--- config.mk ---
export PLATFORM = sky130hd
export DESIGN_NAME = ex_mem_reg
export DESIGN_NICKNAME = d
export VERILOG_FILES = /design/src/rtl/ex_mem_reg.sv
export SDC_FILE = /design/constraint.sdc
export NUM_CORES = 1
export LEC_CHECK = 0
export CAP_MARGIN = 40
export CORE_MARGIN = 4
export CORE_UTILIZATION = 39
export DETAILED_ROUTE_END_ITERATION = 10
export GPL_TIMING_DRIVEN = 0
export PLACE_DENSITY = 0.78
export SETUP_SLACK_MARGIN = 0.02
export SLEW_MARGIN = 0
export SYNTH_ARGS = -nofsm -noshare
export SYNTH_HDL_FRONTEND = slang
export SYNTH_SLANG_ARGS = --single-unit
--- constraint.sdc ---
create_clock -name clk -period 4.5 [get_ports clk]
set_clock_uncertainty 0.2 [all_clocks]
set_input_delay 0.45 -clock clk [delete_from_list [all_inputs] [get_ports clk]]
set_output_delay 0.45 -clock clk [all_outputs]
set_load 0.1 [all_outputs]
--- src/rtl/ex_mem_reg.sv ---
// ex_mem_reg: dual-issue EX->MEM pipeline register with a load-use interlock.
// Latency: 1 cycle from EX inputs to MEM outputs. EX_stall is combinational.
// Backpressure: MEM_stall holds every MEM register. A hazard inserts one MEM bubble and holds EX.
//
// Ports:
//   clk, rst                 clock, synchronous active-high reset
//   EX_*                     issue-slot A/B fields at the end of EX, plus EX source registers
//   EX_kill_b                drop slot B of the current bundle (A mispredicted)
//   flush_all                clear MEM valid/we (exception or ertn)
//   MEM_stall                hold the MEM stage
//   MEM_*                    registered slot fields consumed by MEM and the forwarding network
//   EX_stall                 hold EX and everything upstream this cycle
//   interlock_cnt            saturating count of load-use interlock cycles
module ex_mem_reg #(
  parameter int SEL_W = 9
) (
  input  logic             clk,
  input  logic             rst,
  input  logic             EX_valid_a,
  input  logic             EX_valid_b,
  input  logic [4:0]       EX_rf_waddr_a,
  input  logic [4:0]       EX_rf_waddr_b,
  input  logic             EX_rf_we_a,
  input  logic             EX_rf_we_b,
  input  logic [SEL_W-1:0] EX_wb_mux_select_b,
  input  logic [31:0]      EX_alu_result_a,
  input  logic [31:0]      EX_alu_result_b,
  input  logic [31:0]      EX_pc_a,
  input  logic [31:0]      EX_pc_b,
  input  logic [4:0]       EX_rf_raddr_a1,
  input  logic [4:0]       EX_rf_raddr_a2,
  input  logic [4:0]       EX_rf_raddr_b1,
  input  logic [4:0]       EX_rf_raddr_b2,
  input  logic             EX_kill_b,
  input  logic             flush_all,
  input  logic             MEM_stall,
  output logic             MEM_valid_a,
  output logic             MEM_valid_b,
  output logic [4:0]       MEM_rf_waddr_a,
  output logic [4:0]       MEM_rf_waddr_b,
  output logic             MEM_rf_we_a,
  output logic             MEM_rf_we_b,
  output logic [SEL_W-1:0] MEM_wb_mux_select_b,
  output logic [31:0]      MEM_alu_result_a,
  output logic [31:0]      MEM_alu_result_b,
  output logic [31:0]      MEM_pc_a,
  output logic [31:0]      MEM_pc_b,
  output logic             EX_stall,
  output logic [31:0]      interlock_cnt
);

  logic             valid_a_q, valid_a_d, valid_b_q, valid_b_d;
  logic             we_a_q, we_a_d, we_b_q, we_b_d;
  logic [4:0]       waddr_a_q, waddr_a_d, waddr_b_q, waddr_b_d;
  logic [SEL_W-1:0] sel_b_q, sel_b_d;
  logic [31:0]      res_a_q, res_a_d, res_b_q, res_b_d;
  logic [31:0]      pc_a_q, pc_a_d, pc_b_q, pc_b_d;
  logic [31:0]      cnt_q, cnt_d;

  logic src_hit_a, src_hit_b, hz, load_data;

  // Only slot B can carry a non-ALU result (load/MUL/DIV); slot A in MEM is
  // always forwardable. A stalled MEM stage cannot retire its producer, so the
  // hazard is masked and re-evaluated when the stall releases.
  assign src_hit_a = EX_valid_a &
                     ((EX_rf_raddr_a1 == waddr_b_q) | (EX_rf_raddr_a2 == waddr_b_q));
  assign src_hit_b = EX_valid_b &
                     ((EX_rf_raddr_b1 == waddr_b_q) | (EX_rf_raddr_b2 == waddr_b_q));
  assign hz        = we_b_q & ~sel_b_q[0] & (src_hit_a | src_hit_b) & ~MEM_stall;
  assign EX_stall  = MEM_stall | hz;

  // Payload fields are don't-care when their valid is 0, so they simply follow
  // EX whenever MEM is not held (this includes flush and bubble cycles).
  assign load_data = flush_all | ~MEM_stall;

  always_comb begin
    valid_a_d = valid_a_q;
    valid_b_d = valid_b_q;
    we_a_d    = we_a_q;
    we_b_d    = we_b_q;
    waddr_a_d = waddr_a_q;
    waddr_b_d = waddr_b_q;
    sel_b_d   = sel_b_q;
    res_a_d   = res_a_q;
    res_b_d   = res_b_q;
    pc_a_d    = pc_a_q;
    pc_b_d    = pc_b_q;
    cnt_d     = cnt_q;

    if (load_data) begin
      waddr_a_d = EX_rf_waddr_a;
      waddr_b_d = EX_rf_waddr_b;
      sel_b_d   = EX_wb_mux_select_b;
      res_a_d   = EX_alu_result_a;
      res_b_d   = EX_alu_result_b;
      pc_a_d    = EX_pc_a;
      pc_b_d    = EX_pc_b;
    end

    if (flush_all || (!MEM_stall && hz)) begin
      // flush, or a bubble while EX is held
      valid_a_d = 1'b0;
      valid_b_d = 1'b0;
      we_a_d    = 1'b0;
      we_b_d    = 1'b0;
    end else if (!MEM_stall) begin
      valid_a_d = EX_valid_a;
      valid_b_d = EX_valid_b & ~EX_kill_b;
      we_a_d    = EX_rf_we_a & valid_a_d;
      we_b_d    = EX_rf_we_b & valid_b_d;
    end

    // Saturating: never wraps back to zero.
    if (hz && !flush_all && !(&cnt_q)) begin
      cnt_d = cnt_q + 32'd1;
    end
  end

  always_ff @(posedge clk) begin
    if (rst) begin
      valid_a_q <= 1'b0;
      valid_b_q <= 1'b0;
      we_a_q    <= 1'b0;
      we_b_q    <= 1'b0;
      waddr_a_q <= '0;
      waddr_b_q <= '0;
      sel_b_q   <= '0;
      res_a_q   <= '0;
      res_b_q   <= '0;
      pc_a_q    <= '0;
      pc_b_q    <= '0;
      cnt_q     <= '0;
    end else begin
      valid_a_q <= valid_a_d;
      valid_b_q <= valid_b_d;
      we_a_q    <= we_a_d;
      we_b_q    <= we_b_d;
      waddr_a_q <= waddr_a_d;
      waddr_b_q <= waddr_b_d;
      sel_b_q   <= sel_b_d;
      res_a_q   <= res_a_d;
      res_b_q   <= res_b_d;
      pc_a_q    <= pc_a_d;
      pc_b_q    <= pc_b_d;
      cnt_q     <= cnt_d;
    end
  end

  assign MEM_valid_a         = valid_a_q;
  assign MEM_valid_b         = valid_b_q;
  assign MEM_rf_waddr_a      = waddr_a_q;
  assign MEM_rf_waddr_b      = waddr_b_q;
  assign MEM_rf_we_a         = we_a_q;
  assign MEM_rf_we_b         = we_b_q;
  assign MEM_wb_mux_select_b = sel_b_q;
  assign MEM_alu_result_a    = res_a_q;
  assign MEM_alu_result_b    = res_b_q;
  assign MEM_pc_a            = pc_a_q;
  assign MEM_pc_b            = pc_b_q;
  assign interlock_cnt       = cnt_q;

endmodule

# Yosys cells after proc, flatten, opt, wreduce, memory -nomap -nowiden
# Index checks and enable logic that the tools add are counted.
[op_classes] reduce_logical=9 bitwise_logic=16 eq_ne=4 addsub=1
[op_table] op="$add 32x1->32 const B" n=1
[op_table] op="$reduce_and 32->1" n=1
[op_table] op="$eq 5x5->1" n=4
[op_table] op="$and 1x1->1" n=8
[op_table] op="$or 1x1->1" n=5
[op_table] op="$logic_and 1x1->1" n=3
[op_table] op="$logic_not 1->1" n=3
[op_table] op="$not 1->1" n=3
[op_table] op="$reduce_or 2->1" n=1
[op_table] op="$logic_or 1x1->1" n=1
[totals] reg_bits=183 out_inout_bits=184 inputBits=176

# Depth between registers and ports, before layout
[logic_depth] depth_word=9 ltp_mapped=9

# Worst setup path before layout
# No wires, ideal clock.
[synth_path] path_kind="reg2out" from="reg waddr_b_q[2], in the netlist MEM_rf_waddr_b[2]" to="out EX_stall" slack_ps=1302 arrival_time_ps=2548 stages_incl_launch_ff=7 cell_sequence="dfxtp_1 > buf_2 > xnor2_1 > nand4_1 > o22ai_1 > o21ai_0 > nand2b_1"
[synth_between] elab_chain_cells=7
[synth_lines] item="start: declaration" line_no="54" rtl="logic [4:0] waddr_a_q, waddr_a_d, waddr_b_q, waddr_b_d;"
[synth_lines] item="start signal: assignment" line_no="139" rtl="waddr_b_q <= waddr_b_d;"
[synth_lines] item="$eq 5x5->1, on equally long branches" line_no="66, 68"
[synth_lines] item="$or 1x1->1, on equally long branches" line_no="66, 68"
[synth_lines] item="$and 1x1->1, on equally long branches" line_no="65, 67"
[synth_lines] item="$or 1x1->1 *" line_no="69" rtl="assign hz = we_b_q & ~sel_b_q[0] & (src_hit_a | src_hit_b) & ~MEM_stall;"
[synth_lines] item="$and 1x1->1 * (2 in series)" line_no="69"
[synth_lines] item="$or 1x1->1 *" line_no="70" rtl="assign EX_stall = MEM_stall | hz;"
[synth_lines] item="end: declaration" line_no="48" rtl="output logic EX_stall,"
# Mark *: on every way between the ends. The rest lies on a longest branch, timed or not.

# Worst setup path in the final report
[layout_path] from="reg waddr_b_q[1], in the netlist MEM_rf_waddr_b[1]" to="out EX_stall"
# Same word-level chain as after synthesis.

==> reports/results.md <==
| Metric | Reported |
|---|---|
| Run status | finished, final reports clean |
| Number of antenna violations at the first check in global routing | 0 |
| Setup TNS | 0 ns |
| Horizontal die dimension | 144 um |
| Top FF cell, synth | sky130_fd_sc_hd__dfxtp_1 |
| Syn_nets | 1,081 |
| Placed cell count | 1,676 |
| Library cells used by synthesis | 47 |
| Reg area | 3660 um2 |
| Worst reg2reg path startpoint | MEM_rf_waddr_b[1] |
| Total die area | 20,600 um2 |
| Count of hold-fix buffers inserted at cts | 0 |
| Power density normalized to cell area | 317 nW/um2 |
| Clk sinks | 183 |
| Register-to-register path setup slack | 1.78 ns |
| RD Place Congestion | 0.884 |
| Antenna diodes | 0 |
| Maximum fanout encountered on the critical timing path | 5 |
| H-Tree Depth | 4 |
| Post-DR wirelength/cell | 21.3 um |
| Count of nets after finishing | 1,643 |
| Final hold slack | 0.251 ns |
| Number of standard-cell rows in the floorplan | 49 |
| Fill cell total of the finished layout | 804 |
| Max-slew violation total from the final report | 0 |
| Global-route wire length before repair | 54,600 um |
| Area occupied by multi-input gates | 3230 um2 |
| Clock insertion delay at the later pin of the skew report | 0.43 ns |
| Peak supply drop | 0.279 mV |
| Max-cap check violation count | 0 |
| Yosys warnings | 0 |
| DR pass1 iterations | 6 |
| Area growth syn-to-layout | 116% |
| Max Freq | 300 MHz |
| Number of global-route vias before repair | 10,006 |
| Worst stage delay on the critical path | 0.57 ns |
| Kind of launch point of the worst setup path | flop |
| Synthesis-stage register bit count | 183 |
| Minimum clock period | 3.33 ns |
| Maximum root-to-sink buffer count | 2 |
| Share of Yosys cell area claimed by the top area cell type | 51.1% |
| Non-Filler Cell Area, Final | 15,500 um2 |
| CTS tree | done |
| Fraction of synthesis flops using an asynchronous set or reset pin | 0% |
| Post-CTS setup-driven buffer insertion count | 0 |
| Remaining global-route overflow | 0 |
| Maximum number of pins on one net before global-route repair | 17 |
| Half-perimeter wire length after placement | 28,500 um |
| Number of cells traversed by the worst hold path | 2 |
| Critical Setup Path Class | reg2out |
| Biggest area consumer among synthesized cells | sky130_fd_sc_hd__dfxtp_1 |
| Class of the tightest hold or removal check | reg2reg |
| Sequential area share after synthesis | 51.1% |
| Number of violations reported at the end of detailed-routing iteration 0 | 584 |
| Largest cells by area after synthesis | sky130_fd_sc_hd__dfxtp_1 51%, sky130_fd_sc_hd__nand2_1 16%, sky130_fd_sc_hd__a21oi_1 11% |
| Clock buffer count from CTS | 17 |
| Count of pins on the block boundary | 360 |
| Average cell area after synthesis | 7.93 um2 |
| Top-count cell post-synth | sky130_fd_sc_hd__nand2_1 |
| Data arrival at the endpoint of the critical path | 2.68 ns |
| Period utilisation layout | 74.0% |
| Top Family by Delay on Critical Path | buffers and inverters |
| Required time of the worst setup path | 3.85 ns |
| Count of final hold-check violations | 0 |
| Worst min-delay path startpoint | MEM_pc_b[2] |
| Die H | 144 um |
| Port buffer count | 359 |
| Worst reg-to-reg path cell count | 8 |
| Initial Utilization | 39.8% |
| Normalized max-slew margin | 53.3% |
| Standby leakage power | 6.14 nW |
| Count of mapped cells out of synthesis | 904 |
| Total wirelength of the detailed-routed design | 36,400 um |
| Critical Path, Cell by Cell | buf_2 > xnor2_1 > nand4_1 > o22ai_1 > o21ai_0 > nand2b_1 > clkdlybuf4s50_1 > buf_16 |
| Residual antenna-violating net count after detailed routing | 0 |
| Fraction of layout instances using a drive strength above 1 | 16.6% |
| Worst-Margin Slew | 0.700 ns |
| Most used standard cells in the synthesized netlist | 312 x sky130_fd_sc_hd__nand2_1, 183 x sky130_fd_sc_hd__dfxtp_1, 158 x sky130_fd_sc_hd__a21oi_1 |
| Number of cells upsized or downsized after cts | 0 |
| Unrepaired setup endpoints after global routing | false |
| Final routed DRC violation total | 0 |
| EDFF count, synth | 0 |
| Via density | 5.41 |
| Count of buffering cells on the critical path with inverters included | 3 |
| Overall via count from detail_route | 9,228 |
| Capture instance of the worst register-to-register path | interlock_cnt[21] |
| Clock-pin slew of the registers on the worst-case setup and hold paths | 0.07 ns |
| Category of the worst setup path capture point | primary output |
| Instance area after placement | 14,900 um2 |
| Setup Viol. Count Final | 0 |
| WHS Endpoint | MEM_pc_b[2] |
| Global-route usage over all layers | 34.6% |
| CTS Root Buffer Type | sky130_fd_sc_hd__clkbuf_16 |
| Cell Count, Final, Fillers Out | 1,707 |
| Slowest CP cell | sky130_fd_sc_hd__clkdlybuf4s50_1 |
| Area of the mapped netlist | 7170 um2 |
| Core Box Area | 18,000 um2 |
| Timing startpoint of the critical path | MEM_rf_waddr_b[1] |
| Total power | 4.92 mW |
[logic make-up (layout without fill, tap and decap cells)]
| family | count (synthesis) | in the layout | synth area share (%) |
|---|---|---|---|
| AND/OR/NAND/NOR | 436 | 436 | 26.9 |
| flip-flops | 183 | 183 | 51.1 |
| AO/OA/AOI/OAI | 180 | 180 | 12.9 |
| buffers and inverters | 67 | 641 | 3.82 |
| XOR/XNOR | 28 | 28 | 3.42 |
| multiplexers | 9 | 9 | 1.66 |
| adder cells (fa/ha/maj) | 1 | 1 | 0.175 |
[worst reg2reg max path, stage by stage, from the launching register on]
cell                      delay [ns]
sky130_fd_sc_hd__dfxtp_1        0.35
sky130_fd_sc_hd__buf_2          0.21
sky130_fd_sc_hd__xnor2_1        0.16
sky130_fd_sc_hd__nand4_1        0.17
sky130_fd_sc_hd__o22ai_1        0.36
sky130_fd_sc_hd__o21a_2         0.29
sky130_fd_sc_hd__nand2_4        0.13
sky130_fd_sc_hd__nor4_1         0.35
sky130_fd_sc_hd__mux2_2         0.39
[power by group]
| part | internal, mW | switching, mW | total [mW] |
|---|---|---|---|
| logic | 0.659 | 0.931 | 1.59 |
| registers | 1.70 | 0.0546 | 1.76 |
| clock network | 0.907 | 0.665 | 1.57 |
| total | 3.27 | 1.65 | 4.92 |
[layer usage]
layer | track usage, % | wire length [um]
met2 | 64.8 | 19300
met5 | 0 | 0
met1 | 33.4 | 11600
met4 | 21.6 | 2420
met3 | 9.18 | 3110
[flip-flops by register name, summed over array words and instances (netlist names)]
name                 flops
MEM_alu_result_a        32
MEM_alu_result_b        32
MEM_pc_a                32
MEM_pc_b                32
interlock_cnt           32
MEM_wb_mux_select_b      9
MEM_rf_waddr_a           5
MEM_rf_waddr_b           5
MEM_rf_we_a              1
MEM_rf_we_b              1
MEM_valid_a              1
MEM_valid_b              1
[how the worst max path moves through the flow]
stage | end | slack, ns | depth (start not counted)
after floorplan | EX_stall | 1.30 | 6
after global placement | EX_stall | 0.98 | 7
after detailed placement | MEM_alu_result_a[25] | 1.22 | 7
after CTS | EX_stall | 1.18 | 8
after global routing | EX_stall | 1.06 | 8
final | EX_stall | 1.17 | 8
[layout make-up]
type | instances | share of cell area [%]
Buffer | 64 | 1.69
Clock buffer | 21 | 2.97
Clock inverter | 10 | 0.936
Inverter | 3 | 0.0726
Multi-Input combinational cell | 654 | 20.8
Sequential cell | 183 | 23.6
Tap cell | 229 | 1.85
Timing Repair Buffer | 543 | 48.0
[stage by stage]
step,worst slack (ns),utilization (%)
4_1_cts,1.18,86.0
6_report,1.17,86.0
3_5_place_dp,1.22,82.7
5_1_grt,1.06,86.0
2_1_floorplan,1.30,-
3_3_place_gp,0.981,61.3
[placed cells by master, fill, tap and decap left out, types with 2 or more instances in the layout]
cell type,instances
sky130_fd_sc_hd__clkbuf_16,17
sky130_fd_sc_hd__clkbuf_8,2
sky130_fd_sc_hd__nor2_1,30
sky130_fd_sc_hd__nor3b_1,2
sky130_fd_sc_hd__clkdlybuf4s50_1,359
sky130_fd_sc_hd__clkinv_4,2
sky130_fd_sc_hd__inv_6,2
sky130_fd_sc_hd__clkbuf_1,52
sky130_fd_sc_hd__nor4_1,4
sky130_fd_sc_hd__o31ai_1,2
sky130_fd_sc_hd__buf_6,2
sky130_fd_sc_hd__nor4_2,2
sky130_fd_sc_hd__buf_2,5
sky130_fd_sc_hd__mux2_4,5
sky130_fd_sc_hd__bufinv_16,3
sky130_fd_sc_hd__and3_1,8
sky130_fd_sc_hd__o21ai_0,13
sky130_fd_sc_hd__mux2_2,3
sky130_fd_sc_hd__xor2_1,4
sky130_fd_sc_hd__inv_1,3
sky130_fd_sc_hd__dfxtp_1,183
sky130_fd_sc_hd__buf_16,87
sky130_fd_sc_hd__nor2_2,3
sky130_fd_sc_hd__xnor2_1,24
sky130_fd_sc_hd__nand3_1,12
sky130_fd_sc_hd__buf_8,97
sky130_fd_sc_hd__clkinvlp_4,2
sky130_fd_sc_hd__a21oi_1,158
sky130_fd_sc_hd__nand2b_1,3
sky130_fd_sc_hd__o22ai_1,2
sky130_fd_sc_hd__buf_1,6
sky130_fd_sc_hd__nand4_1,14
sky130_fd_sc_hd__or3_1,8
sky130_fd_sc_hd__nor2b_1,15
sky130_fd_sc_hd__nand2_1,312
sky130_fd_sc_hd__or4_1,11
(Power assumes the default switching activity.)
